<file path="src/rtl/multicycle_control.sv">
// Multi-cycle control FSM: sequences fetch/decode/execute/memory/write-back and
// drives per-cycle datapath controls, with wait-state timeout and illegal-opcode detection.
module multicycle_control #(
    parameter int unsigned WAIT_LIMIT = 15,
    parameter int unsigned WAIT_W     = 4
) (
    input  logic        clk,
    input  logic        rst,
    input  logic [31:0] inst,
    input  logic        mem_ready,
    output logic        pc_wr,
    output logic        pc_wr_cond,
    output logic        ir_wr,
    output logic        i_or_d,
    output logic        mem_rd,
    output logic        mem_wr,
    output logic [1:0]  reg_dst,
    output logic        mem_to_reg,
    output logic        reg_wr,
    output logic        ext_op,
    output logic        alu_src_a,
    output logic [1:0]  alu_src_b,
    output logic [1:0]  pc_src,
    output logic [3:0]  alu_op,
    output logic [3:0]  state,
    output logic        instr_done,
    output logic        illegal,
    output logic        fault
);

    typedef enum logic [3:0] {
        S_FETCH     = 4'd0,
        S_DECODE    = 4'd1,
        S_MEM_ADDR  = 4'd2,
        S_MEM_READ  = 4'd3,
        S_MEM_WB    = 4'd4,
        S_MEM_WRITE = 4'd5,
        S_EXEC      = 4'd6,
        S_ALU_WB    = 4'd7,
        S_BRANCH    = 4'd8,
        S_JUMP      = 4'd9,
        S_FAULT     = 4'd15
    } state_t;

    localparam logic [5:0] OP_R     = 6'b000000;
    localparam logic [5:0] OP_J     = 6'b000010;
    localparam logic [5:0] OP_JAL   = 6'b000011;
    localparam logic [5:0] OP_BEQ   = 6'b000100;
    localparam logic [5:0] OP_BNE   = 6'b000101;
    localparam logic [5:0] OP_BLEZ  = 6'b000110;
    localparam logic [5:0] OP_BGTZ  = 6'b000111;
    localparam logic [5:0] OP_ADDI  = 6'b001000;
    localparam logic [5:0] OP_SLTI  = 6'b001010;
    localparam logic [5:0] OP_SLTIU = 6'b001011;
    localparam logic [5:0] OP_ANDI  = 6'b001100;
    localparam logic [5:0] OP_ORI   = 6'b001101;
    localparam logic [5:0] OP_XORI  = 6'b001110;
    localparam logic [5:0] OP_LW    = 6'b100000;
    localparam logic [5:0] OP_SW    = 6'b101000;

    state_t            state_q;
    state_t            state_nxt;
    logic [WAIT_W-1:0] wait_cnt;
    logic [WAIT_W-1:0] wait_nxt;
    logic [5:0]        opcode;
    logic              timeout;

    assign opcode  = inst[31:26];
    assign timeout = (wait_cnt == WAIT_W'(WAIT_LIMIT));

    // ALU operation for the opcodes that use the ALU in EXEC/BRANCH
    function automatic logic [3:0] alu_code(input logic [5:0] op);
        case (op)
            OP_R:     alu_code = 4'b0100;
            OP_ADDI:  alu_code = 4'b0101;
            OP_ANDI:  alu_code = 4'b0011;
            OP_ORI:   alu_code = 4'b0010;
            OP_XORI:  alu_code = 4'b0111;
            OP_SLTI:  alu_code = 4'b1010;
            OP_SLTIU: alu_code = 4'b1011;
            OP_BEQ:   alu_code = 4'b0001;
            OP_BNE:   alu_code = 4'b1001;
            OP_BLEZ:  alu_code = 4'b1000;
            OP_BGTZ:  alu_code = 4'b0110;
            default:  alu_code = 4'b0000;
        endcase
    endfunction

    // State register and wait counter
    always_ff @(posedge clk or posedge rst) begin
        if (rst) begin
            state_q  <= S_FETCH;
            wait_cnt <= '0;
        end else begin
            state_q  <= state_nxt;
            wait_cnt <= wait_nxt;
        end
    end

    // Next-state logic; mem_ready wins over a coincident timeout
    always_comb begin
        state_nxt = state_q;
        wait_nxt  = wait_cnt;
        case (state_q)
            S_FETCH: begin
                if (mem_ready)    state_nxt = S_DECODE;
                else if (timeout) state_nxt = S_FAULT;
            end
            S_DECODE: begin
                if (inst == 32'd0) begin
                    state_nxt = S_FETCH;
                end else begin
                    case (opcode)
                        OP_R, OP_ADDI, OP_ANDI, OP_ORI, OP_XORI, OP_SLTI, OP_SLTIU:
                            state_nxt = S_EXEC;
                        OP_LW, OP_SW:
                            state_nxt = S_MEM_ADDR;
                        OP_BEQ, OP_BNE, OP_BLEZ, OP_BGTZ:
                            state_nxt = S_BRANCH;
                        OP_J, OP_JAL:
                            state_nxt = S_JUMP;
                        default:
                            state_nxt = S_FETCH;
                    endcase
                end
            end
            S_MEM_ADDR:  state_nxt = (opcode == OP_LW) ? S_MEM_READ : S_MEM_WRITE;
            S_MEM_READ: begin
                if (mem_ready)    state_nxt = S_MEM_WB;
                else if (timeout) state_nxt = S_FAULT;
            end
            S_MEM_WRITE: begin
                if (mem_ready)    state_nxt = S_FETCH;
                else if (timeout) state_nxt = S_FAULT;
            end
            S_EXEC:      state_nxt = S_ALU_WB;
            S_MEM_WB,
            S_ALU_WB,
            S_BRANCH,
            S_JUMP:      state_nxt = S_FETCH;
            S_FAULT:     state_nxt = S_FAULT;
            default:     state_nxt = S_FETCH;
        endcase

        // Counter restarts on any state change and counts stalled cycles otherwise
        if (state_nxt != state_q) begin
            wait_nxt = '0;
        end else if (state_q == S_FETCH || state_q == S_MEM_READ || state_q == S_MEM_WRITE) begin
            wait_nxt = wait_cnt + WAIT_W'(1);
        end
    end

    // Moore outputs (FETCH strobes and DECODE/MEM_WRITE pulses also qualified by inputs)
    always_comb begin
        pc_wr      = 1'b0;
        pc_wr_cond = 1'b0;
        ir_wr      = 1'b0;
        i_or_d     = 1'b0;
        mem_rd     = 1'b0;
        mem_wr     = 1'b0;
        reg_dst    = 2'b00;
        mem_to_reg = 1'b0;
        reg_wr     = 1'b0;
        ext_op     = 1'b0;
        alu_src_a  = 1'b0;
        alu_src_b  = 2'b00;
        pc_src     = 2'b00;
        alu_op     = 4'b0000;
        instr_done = 1'b0;
        illegal    = 1'b0;
        fault      = 1'b0;
        state      = 4'(state_q);
        case (state_q)
            S_FETCH: begin
                mem_rd    = 1'b1;
                alu_src_b = 2'b01;
                pc_wr     = mem_ready;
                ir_wr     = mem_ready;
            end
            S_DECODE: begin
                alu_src_b = 2'b11;
                if (inst == 32'd0) begin
                    instr_done = 1'b1;
                end else begin
                    case (opcode)
                        OP_R, OP_ADDI, OP_ANDI, OP_ORI, OP_XORI, OP_SLTI, OP_SLTIU,
                        OP_LW, OP_SW, OP_BEQ, OP_BNE, OP_BLEZ, OP_BGTZ, OP_J, OP_JAL: ;
                        default: begin
                            illegal    = 1'b1;
                            instr_done = 1'b1;
                        end
                    endcase
                end
            end
            S_EXEC: begin
                alu_src_a = 1'b1;
                alu_src_b = (opcode == OP_R) ? 2'b00 : 2'b10;
                ext_op    = (opcode == OP_SLTI);
                alu_op    = alu_code(opcode);
            end
            S_ALU_WB: begin
                reg_wr     = 1'b1;
                reg_dst    = (opcode == OP_R) ? 2'b01 : 2'b00;
                instr_done = 1'b1;
            end
            S_MEM_ADDR: begin
                alu_src_a = 1'b1;
                alu_src_b = 2'b10;
                ext_op    = 1'b1;
            end
            S_MEM_READ: begin
                mem_rd = 1'b1;
                i_or_d = 1'b1;
            end
            S_MEM_WB: begin
                reg_wr     = 1'b1;
                mem_to_reg = 1'b1;
                instr_done = 1'b1;
            end
            S_MEM_WRITE: begin
                mem_wr     = 1'b1;
                i_or_d     = 1'b1;
                instr_done = mem_ready;
            end
            S_BRANCH: begin
                alu_src_a  = 1'b1;
                pc_wr_cond = 1'b1;
                pc_src     = 2'b01;
                alu_op     = alu_code(opcode);
                instr_done = 1'b1;
            end
            S_JUMP: begin
                pc_wr      = 1'b1;
                pc_src     = 2'b10;
                instr_done = 1'b1;
                if (opcode == OP_JAL) begin
                    reg_wr  = 1'b1;
                    reg_dst = 2'b10;
                end
            end
            S_FAULT: fault = 1'b1;
            default: ;
        endcase

        // Reset silences everything immediately, including mid-write
        if (rst) begin
            pc_wr      = 1'b0;
            pc_wr_cond = 1'b0;
            ir_wr      = 1'b0;
            i_or_d     = 1'b0;
            mem_rd     = 1'b0;
            mem_wr     = 1'b0;
            reg_dst    = 2'b00;
            mem_to_reg = 1'b0;
            reg_wr     = 1'b0;
            ext_op     = 1'b0;
            alu_src_a  = 1'b0;
            alu_src_b  = 2'b00;
            pc_src     = 2'b00;
            alu_op     = 4'b0000;
            instr_done = 1'b0;
            illegal    = 1'b0;
            fault      = 1'b0;
            state      = 4'd0;
        end
    end

endmodule

</file>
<file path="config.mk">
export PLATFORM = sky130hd
export DESIGN_NAME = multicycle_control
export DESIGN_NICKNAME = d
export VERILOG_FILES = /design/src/rtl/multicycle_control.sv
export SDC_FILE = /design/constraint.sdc
export NUM_CORES = 1
export LEC_CHECK = 0
export CAP_MARGIN = 20
export CORE_MARGIN = 1.5
export CORE_UTILIZATION = 43
export DETAILED_ROUTE_END_ITERATION = 6
export PLACE_DENSITY = 0.79
export SETUP_SLACK_MARGIN = 0.15
export SLEW_MARGIN = 10
export SYNTH_ARGS = -nofsm -noshare
export SYNTH_HDL_FRONTEND = slang
export SYNTH_SLANG_ARGS = --single-unit
</file>
<file path="constraint.sdc">
create_clock -name clk -period 3.05 [get_ports clk]
set_input_delay 0.7625 -clock clk [delete_from_list [all_inputs] [get_ports clk]]
set_output_delay 0.7625 -clock clk [all_outputs]
set_load 0.05 [all_outputs]
</file>
* Word-level counts from Yosys, hierarchy flattened
Memories as Yosys holds them, arrays and structs flattened.
Cells that the tools add are included.
** Storage, ports and cells
- Memories :: 3
- Flip-flop bits (word level) :: 8
- ROM bits :: 384
** Cells by class
- Equal/unequal tests :: 26
- Muxes and demuxes :: 53
- Add/subtract/negate cells :: 1
- Reductions and logical operators :: 13
** Memory list
- (name not given) :: depth 64, width 4, read ports 1, clocked after memory_dff 0, write ports 0, RTL line 113 : case (opcode)
- (name not given) :: depth 16, width 4, read ports 1, clocked after memory_dff 0, write ports 0, RTL line 73 : case (op)
- (name not given) :: depth 16, width 4, read ports 1, clocked after memory_dff 0, write ports 0, RTL line 73
** Operator list (count)
- 4-bit 2-to-1 mux :: 11
- 6-bit by 4-bit equality test with 1-bit output, second input constant :: 6
- 32-bit logical NOT :: 1
- 4-bit one-hot mux with 7 select lines :: 1
- 1-bit 2-to-1 mux :: 27
- 6-bit by 3-bit equality test with 1-bit output, second input constant :: 4
- 4-bit by 3-bit equality test with 1-bit output, second input constant :: 4
- 4-bit equality test, second input constant :: 4
- 15-bit OR reduction :: 1
- 6-bit by 2-bit equality test with 1-bit output, second input constant :: 2
- 6-bit equality test, second input constant :: 2
- 2-bit 2-to-1 mux :: 5
- 4-bit by 2-bit equality test with 1-bit output, second input constant :: 2
- 2-bit one-hot mux with 2 select lines :: 2
- 2-bit one-hot mux with 4 select lines :: 1
- 4-bit one-hot mux with 2 select lines :: 1
- 6-bit logical NOT :: 1
- 1-bit one-hot mux with 2 select lines :: 3
- 2-bit OR reduction :: 3
- 4-bit by 1-bit adder with 4-bit output, second input constant :: 1
- 4-bit by 1-bit equality test with 1-bit output, second input constant :: 1
- 4-bit logical NOT :: 1
- 4-bit inequality test :: 1
- 4-bit OR reduction :: 1
- 6 further kinds :: 7

* Longest topological paths before layout
Gate-level depths: netlist of run 1.
- Depth in word-level cells :: 6
- Gate-level depth with buffers :: 7
- Mapped depth without buffers :: 7

* Worst setup path after synthesis of run 1
No wires, ideal clock.
- Path kind :: input-to-output
- Start :: input rst
- End :: output reg_wr
- Data required time :: 2.288 ns
- Stages :: 5
- Path slack :: -0.711 ns
- Data arrival time :: 2.999 ns
- Cell sequence :: inv_1 > nand2_1 > nor2_1 > and4b_1 > o21bai_1
** On the way
- Word-level cells in the longest chain between the ends :: 1
** Ends and longest elaborated chain
- from (decl) :: RTL line 8 : input logic rst,
- 1-bit 2-to-1 mux :: RTL line 246 : if (rst) begin
- to (decl) :: RTL line 19 : output logic reg_wr,
Every way passes these cells.

* Worst setup path after layout of run 1
Same ends and word-level chain as after synthesis.

==> results.ini, run 1 <==
[status]
run_status=finished, final reports clean

[detailed_routing]
ant_nets=0
wl_per_cell_um=18.4
route.vias.total=1979
firstDrtPassIters=5
drtIter0Drc=86
drc=0
routed_wl_um=6040
viasPerCell=6.03

[cells_and_area]
antennaDiodeCount=0
nNetsFinal=327
final_cell_count_no_fill=328
drive_gt1_share_pct=45.4
area_delta_synth_final_pct=95.4

[die]
core-area_mm2=0.00308
start_util_pct=45.9
fp.dieH_um=60.3
dieArea_mm2=0.00363
io_pins=62
fp.dieW_um=60.3
num_rows=20

[sta]
worst_slack_ns=0.180
max_clock_freq_mhz=348
finalSetupViolCount=0
slew_headroom_pct=70.7
finClkSkew_ns=0.00637
finalCritPeriodShare_pct=94.1
hold_violations=0
post-route-min-period_ns=2.87
finalMaxSlewViolations=0
worst_pin_slew_ns=0.439
rsz0062_at_grt=true

[critical_path]
crit_path_max_incr_delay_ns=0.50
cp_data_arrival_time_ns=2.11
worstPathCellList=clkdlybuf4s50_1 -> inv_1 -> nand2_2 -> nor2_2 -> and4b_2 -> o21bai_2 -> buf_12
worstSetupStartpointType=primary input
path_max_fanout=3
end_kind=output port
critPathKind=in2out
cp_data_required_time_ns=2.29
cp_slowest_cell=clkdlybuf4s50_1

[place]
place.gp.congestion=0.962
dpl_worst_slack_ns=-0.241
placedCellCount=320
portBuffers=61
hpwl_um=4090

[global_routing]
grtUsageTotal_pct=32.6
grt_pass1_vias=1871
grt_max_degree=27
antenna_found_initial=0
grt_overflow=0
grt_pass1_wl_um=8800

[synthesis]
ys_ff_latch=8
synth_top_cell_area_share_pct=14.2
synth.distinct_cells=59
synth-async-reset-ratio_pct=100
syn_avg_cell_area_um2=7.06
syn_nets=241
synth.most_common_cell=nor2_1
synth_area_mm2=0.00141
yosys_warnings=0
synth_largest_area_cell=dfrtp_1
synth_flop_cell=dfrtp_1
synthCells=200
yosys-top-cells-area=dfrtp_1, ha_1, nor2_1, nor3_1, o21ai_0
synth_edf_count=0
ys_top_cells_by_count=nor2_1, nand2_1, nor3_1, o21ai_0
seq_area_frac_synth_pct=14.2

[pwr]
p_per_area_mw_per_mm2=487
power_mw=1.34
ir_worst_vdd_mv=0.452
leakagePower_nw=1.13

[clock_tree]
cts_tree=yes
clkTransAtPathRegs_ns=0.05
cts_hold_buffers=0
cts_buffer_depth=2
clock-sinks=8
cts_buffers=3
clock_latency_ns=0.26
h-tree-depth=1
cts_root_buffer=clkbuf_4

[hold_path]
min_path_type=reg2reg

[job]
max-cap-violations=0

## worst max-delay path: cells and delay by family
family	cells	cell delay [ns]
buffers and inverters	3	0.73
and+or+nand+nor	3	0.38
AOI/OAI and AO/OA	1	0.22
## per-stage QoR
stage	utilization, %	hold slack [ns]	instance area [um^2]	setup TNS, ns
floorplan	-	0.560	1470	-0.319
global placement	82.2	0.579	2530	-0.803
detailed placement	82.2	0.588	2530	-1.28
CTS	88.3	0.596	2720	0
global route	89.6	0.627	2760	0
finish	89.6	0.593	2760	0
## routing by layer
layer | global-route usage [%] | vias to the layer above | wire length (um) | share of wire [%]
li1 | - | 914 | - | -
met3 | 3.68 | 18 | 580 | 9.6
met1 | 39.6 | 922 | 2260 | 37
met5 | 0 | - | 0 | 0
met4 | 13.7 | 0 | 170 | 2.8
met2 | 57.5 | 125 | 3030 | 50
## path summary, 6_finish.rpt
kind,from,end,slack [ns],cells after the start
worst max-delay path,rst,reg_wr,0.18,7
worst min-delay path,wait_cnt[0],wait_cnt[0],0.59,2
worst max register to register,state_q[1],wait_cnt[0],0.70,6
worst min register to register,wait_cnt[0],wait_cnt[0],0.59,2
max in group asynchronous,rst,wait_cnt[0],2.00,3
min in group asynchronous,rst,state_q[3],0.90,3
## repair_timing
action / CTS / global route
endpoints found under the setup margin: 14 / 10
gates resized for setup: 111 / 16
buffers inserted: 5 / 0
pin swaps: 18 / 10
## area by class of cell
type | count | area [um^2]
Multi-Input combinational cell | 166 | 1320
Inverter | 10 | 41.3
Tap cell | 44 | 55.1
Timing Repair Buffer | 97 | 1120
Sequential cell | 8 | 200
Fill cell | 137 | 320
Clock buffer | 3 | 22.5
## registers in the layout, summed over array words and instances, names as in the netlist
register  cells
wait_cnt      4
state_q       4
## cell families after synthesis
family                   Yosys count  share of synthesized area, %
AO/OA/AOI/OAI                     55                          26.8
adder cells (fa/ha/maj)            6                          5.32
XOR/XNOR                           5                          3.10
AND/OR/NAND/NOR                   98                          39.8
multiplexers                       2                          1.42
buffers and inverters             26                          9.40
flip-flops                         8                          14.2
## placed cells by master (no fill, tap or decap), drive strengths merged, types with 4 or more instances in the layout
cell type	count
buf	73
nor2	20
nand2	16
nor3	16
o21ai	12
a21oi	10
dlygate4sd2	9
clkdlybuf4s15	9
inv	9
nand2b	9
dfrtp	8
nor4	7
ha	6
clkbuf	6
nand3	5
o211ai	4
a31oi	4
nor2b	4
## report_power, final
part           internal [mW]  switching [mW]  leakage (nW)  total, mW
sequential             0.131          0.0390         0.108      0.170
clock                 0.0452          0.0384        0.0138     0.0836
combinational          0.466           0.622          1.01       1.09
Power figures use the tool's default switching activity.
==> inputs of run 2 (changes only) <==
--- a/config.mk
+++ b/config.mk
@@ -7,9 +7,10 @@
 export LEC_CHECK = 0
 export CAP_MARGIN = 20
 export CORE_MARGIN = 1.5
-export CORE_UTILIZATION = 43
+export CORE_UTILIZATION = 39
 export DETAILED_ROUTE_END_ITERATION = 6
-export PLACE_DENSITY = 0.79
+export MAX_ROUTING_LAYER = met4
+export PLACE_DENSITY = 0.75
 export SETUP_SLACK_MARGIN = 0.15
 export SLEW_MARGIN = 10
 export SYNTH_ARGS = -nofsm -noshare
==> constraint.sdc (replaced) <==
create_clock -name clk -period 2.62 [get_ports clk]
set_input_delay 0.655 -clock clk [delete_from_list [all_inputs] [get_ports clk]]
set_output_delay 0.655 -clock clk [all_outputs]
set_load 0.05 [all_outputs]
==> run 2 against run 1 <==
The run now ends with setup timing left. Combinational power rose by 30%. Sequential share of layout area fell by 0.51 points. Clock power rose by 11%. Via count rose by 5.0%. Die area rose by 9.7%. Non-clock buffer count rose by 22. Worst setup slack got worse by 0.19 ns. Sequential cell count did not move. Largest cell class unchanged.
==> results.ini, run 2 (synthesis gave the netlist of run 1 again) <==
[cells_and_area]
final_area_mm2=0.00304
nNetsFinal=349
final_cell_mix=buf_4, buf_12, buf_2
reg_top3=state_q: 4 flops, wait_cnt: 4 flops
area_delta_synth_final_pct=115
final_cell_count_no_fill=352
final.fill_count=166
drive_gt1_share_pct=57.8
antennaDiodeCount=0
final_common_cell=buf_4

[job]
max-cap-violations=0

[critical_path]
path_max_fanout=4
cp_data_arrival_time_ns=1.97
critPathKind=in2out
rrSetupSlack_ns=0.26
worst-r2r-cell-count=6
cp_data_required_time_ns=1.97
worstSetupStartpointType=primary input
end_kind=output port

[clock_tree]
cts_buffer_depth=2
h-tree-depth=1
clock-sinks=8
cts_hold_buffers=0
cts_root_buffer=clkbuf_4
clock_latency_ns=0.25
cts_tree=yes
cts_buffers=3
clkTransAtPathRegs_ns=0.06

[global_routing]
grtUsageTotal_pct=30.6
grt_pass1_vias=2064
grt_overflow=0
grt_max_degree=23
grt_pass1_wl_um=9580
antenna_found_initial=0

[die]
io_pins=62
num_rows=21
core-area_mm2=0.00342
fp.dieH_um=63.2
fp.dieW_um=63.2
start_util_pct=41.3
dieArea_mm2=0.00399

[status]
violations=setup timing
run_status=finished with violations

[sta]
hold_violations=0
slew_headroom_pct=69.2
worst_slack_ns=-0.00600
max_clock_freq_mhz=381
finClkSkew_ns=0.00975
fin_tns_setup_ns=-0.00600
finalCritPeriodShare_pct=100
worst_pin_slew_ns=0.460
finalMaxSlewViolations=0
post-route-min-period_ns=2.63
rsz0062_at_grt=true
finalSetupViolCount=1

[detailed_routing]
route.vias.total=2077
routed_wl_um=6300
viasPerCell=5.90
drtIter0Drc=112
wl_per_cell_um=17.9
firstDrtPassIters=4
ant_nets=0
drc=0

[place]
dpl_worst_slack_ns=-0.407
portBuffers=61
placedCellCount=341
place.gp.congestion=0.929
hpwl_um=4320
place_area_mm2=0.00284

[pwr]
p_per_area_mw_per_mm2=570
ir_worst_vdd_mv=0.526
leakagePower_nw=1.26

[hold_path]
min_path_type=in2async

-- run 2: cell count changes in the layout (fill, tap and decap cells not counted), sizes merged, moves of 2 or more --
cell	previous run	this run
clkbuf	6	3
dlygate4sd2	9	4
clkdlybuf4s15	9	6
clkdlybuf4s50	2	0
buf	73	109
-- run 2: worst paths after layout --
kind | startpoint | endpoint
setup / recovery | inst[27] | instr_done
hold / removal | rst | state_q[0]
setup reg to reg | state_q[0] | wait_cnt[1]
hold reg to reg | wait_cnt[0] | wait_cnt[0]
max in group asynchronous | rst | state_q[1]
min in group clk | wait_cnt[0] | wait_cnt[0]
-- run 2: area by class of cell --
class	instances	area, um^2	share of cell area [%]
Inverter	10	45.0	1.48
Multi-Input combinational cell	166	1460	48.0
Timing Repair Buffer	119	1250	41.1
Clock buffer	3	22.5	0.741
Tap cell	46	57.6	1.89
Sequential cell	8	205	6.75
-- run 2: per-layer routing --
metal  track usage (%)  share of wire [%]  up-vias
li1                  -                  -      950
met1              34.6                 39      986
met2              55.3                 50      123
met3              4.46                7.9       18
met4              9.44                2.7        0
met5                 -                  0        -
-- run 2: repair_timing --
item	in CTS	in global routing
setup endpoints to repair	21	16
resized for setup	135	26
buffers inserted	6	2
pin swaps	20	7
-- run 2: report_power, final --
part | internal, mW | leakage (nW) | switching [mW]
clock network | 0.0524 | 0.0138 | 0.0408
registers | 0.156 | 0.102 | 0.0618
logic | 0.625 | 1.14 | 0.796
-- run 2: through the flow --
stage | power (mW) | utilization, % | hold WS, ns
after detailed placement | 1.51 | 83.0 | 0.616
after CTS | 1.64 | 86.0 | 0.599
after floorplan | 0.990 | - | 0.495
final | 1.73 | 89.0 | 0.614
after global routing | 1.83 | 89.0 | 0.617
after global placement | 1.49 | 83.0 | 0.598
-- run 2: critical path, cell delays in order --
cell	delay, ns
buf_8	0.09
inv_6	0.04
ha_4	0.17
buf_6	0.12
a211oi_2	0.20
a221o_1	0.24
o21ai_2	0.10
a31oi_4	0.21
buf_12	0.16
==> inputs of run 3 (changes only) <==
--- a/config.mk
+++ b/config.mk
@@ -5,12 +5,12 @@
 export SDC_FILE = /design/constraint.sdc
 export NUM_CORES = 1
 export LEC_CHECK = 0
+export ABC_AREA = 1
 export CAP_MARGIN = 20
-export CORE_MARGIN = 1.5
-export CORE_UTILIZATION = 39
+export CORE_UTILIZATION = 36
 export DETAILED_ROUTE_END_ITERATION = 6
 export MAX_ROUTING_LAYER = met4
-export PLACE_DENSITY = 0.75
+export PLACE_DENSITY = 0.85
 export SETUP_SLACK_MARGIN = 0.15
 export SLEW_MARGIN = 10
 export SYNTH_ARGS = -nofsm -noshare
==> run 3 against run 2 <==
The flow now finishes without violations. Synthesized area down 15%. Register-to-register slack gained 0.25 ns. Non-clock buffer count decreased by 16. Critical path type unchanged.
==> results.ini, run 3 <==
[synthesis]
synth.most_common_cell=nor2_1
synth.distinct_cells=33
synth_edf_count=0
syn_nets=246
synth_xor_area_share_pct=2.18
synthAdderAreaFrac_pct=6.22
synth_simple_gate_area_share_pct=52.9
ys_top_cells_by_count=nor2_1, nand2_1, inv_1, nand3_1, a21oi_1
yosys-top-cells-area=dfrtp_1, nor2_1, nand2_1, nand3_1, inv_1
synthCells=205
synth_area_mm2=0.00121
synth_compound_area_share_pct=11.6
synth_top_cell_area_share_pct=16.6
seq_area_frac_synth_pct=16.6
ys_ff_latch=8
syn_avg_cell_area_um2=5.88
synth_flop_cell=dfrtp_1
synth_top_family_by_area=simple AND/OR/NAND/NOR gates
yosys_warnings=0
muxShareOfSynthArea_pct=0.830
synth_largest_area_cell=dfrtp_1
synth-async-reset-ratio_pct=100

[detailed_routing]
viasPerCell=5.84
wl_per_cell_um=19.0
drc=0
routed_wl_um=6690
drtIter0Drc=148
firstDrtPassIters=7
route.vias.total=2050
ant_nets=0

[critical_path]
path_max_fanout=4
cp_data_required_time_ns=1.97
end_kind=output port
crit_start=inst[26]
worst-r2r-cell-count=11
rrSetupSlack_ns=0.51
cp_data_arrival_time_ns=1.92
r2r_end=wait_cnt[1]
critPathKind=in2out
crit-reg2reg-launch=state_q[1]
worstSetupStartpointType=primary input
crit_end=illegal

[cells_and_area]
drive_gt1_share_pct=52.1
reg_top3=state_q: 4 flops, wait_cnt: 4 flops
area_delta_synth_final_pct=127
seqCellArea_um2=203
postLayoutCoreUtil_pct=87.5
nNetsFinal=350
antennaDiodeCount=0
final_cell_mix=nand2_1, buf_4, buf_12
final.fill_count=147
multi_input_area_mm2=0.00120

[job]
max-cap-violations=0

[sta]
slew_headroom_pct=72.0
finalSetupViolCount=0
worst_slack_ns=0.0474
hold-worst-slack_ns=0.585
post-route-min-period_ns=2.57
rsz0062_at_grt=true
finalCritPeriodShare_pct=98.2
finClkSkew_ns=0.00615
finalMaxSlewViolations=0
max_clock_freq_mhz=389
hold_violations=0
worst_pin_slew_ns=0.416

[global_routing]
grt_max_degree=13
grt_pass1_wl_um=8980
grtUsageTotal_pct=34.7
grt_pass1_vias=1967
grt_overflow=0
antenna_found_initial=0

[pwr]
seq_power_share_pct=12.6
p_sw_share_pct=54.5
internal_power_mw=0.733
pwr-share-comb_pct=81.3
p_per_area_mw_per_mm2=588
ir_worst_vdd_mv=0.324
p_sw_mw=0.877
power_mw=1.61
leakagePower_nw=1.26
clkPwrFrac_pct=6.0

[die]
start_util_pct=38.6
fp.dieW_um=59.9
io_pins=62
dieArea_mm2=0.00359
num_rows=20
fp.dieH_um=59.9
core-area_mm2=0.00313

[clock_tree]
h-tree-depth=1
cts_root_buffer=clkbuf_4
clock_latency_ns=0.26
clock-sinks=8
clkTransAtPathRegs_ns=0.06
cts_hold_buffers=0
cts_tree=yes
cts_buffer_depth=2
cts_buffers=3

[place]
place.gp.congestion=0.910
portBuffers=61
hpwl_um=3920
dpl_worst_slack_ns=-0.461

[status]
run_status=finished, final reports clean

[hold_path]
min_path_type=reg2reg

## run 3: changes by cell type after synthesis, moves of 9 or more
cell     previous run  this run
nand3_1             5        22
nand2_1            16        44
inv_1              10        22
nor3_1             14         5
nor2_1             20        45
## run 3: per-layer routing
| layer | track usage, % | vias up | part of all wire, % |
|---|---|---|---|
| met5 | - | - | 0 |
| met4 | 15.6 | 0 | 8.9 |
| met3 | 7.58 | 75 | 7.6 |
| met2 | 64.8 | 168 | 51 |
| met1 | 33.9 | 933 | 33 |
| li1 | - | 874 | - |
## run 3: worst max-delay path, stage by stage
cell and delay, ns:
buf_12 0.10, inv_8 0.04, ha_4 0.18, nor2_4 0.09
o21ai_2 0.07, a21oi_2 0.12, a211oi_2 0.07, buf_4 0.16
nor3_4 0.26, buf_12 0.17
## run 3: kinds of logic after synthesis
logic type	after synthesis
simple gates	136
flops	8
buf+inv	28
fa+ha+maj	6
compound gates	23
mux	1
xor+xnor	3
## run 3: through the flow
stage / setup TNS [ns] / std cells / area [um^2]
floorplan: -0.170 / 205 / 1280
global route: 0 / 351 / 2740
detailed placement: -2.51 / 335 / 2400
global placement: -1.74 / 335 / 2400
CTS: 0 / 348 / 2590
finish: 0 / 351 / 2740
## run 3: area by class of cell
type                       count  area share [%]
multi-input combinational    169            43.7
timing repair buffer         103            42.2
sequential                     8            7.41
inverter                      24            3.84
tap                           44            2.01
clock buffer                   3           0.823
## run 3: what timing repair did
item | in CTS | in global routing
buffers inserted | 10 | 3
gates resized for setup | 99 | 52
pin swaps | 37 | 27
setup endpoints to repair | 12 | 15
## run 3: worst min path at each step
stage | start | to | slack, ns | depth (start not counted)
after detailed placement | wait_cnt[3] | wait_cnt[3] | 0.57 | 2
after floorplan | rst | state_q[0] | 0.49 | 1
after CTS | wait_cnt[1] | wait_cnt[1] | 0.58 | 2
after global routing | wait_cnt[3] | wait_cnt[3] | 0.62 | 2
after global placement | wait_cnt[3] | wait_cnt[3] | 0.53 | 2
final | wait_cnt[3] | wait_cnt[3] | 0.58 | 2
## run 3: power groups by stage
stage               clock (mW)  sequential, mW  combinational, mW
finish                  0.0970           0.204               1.31
floorplan                    0           0.188              0.685
global placement             0           0.191               1.09
CTS                     0.0947           0.195               1.17
global route             0.103           0.206               1.37
detailed placement           0           0.193               1.12
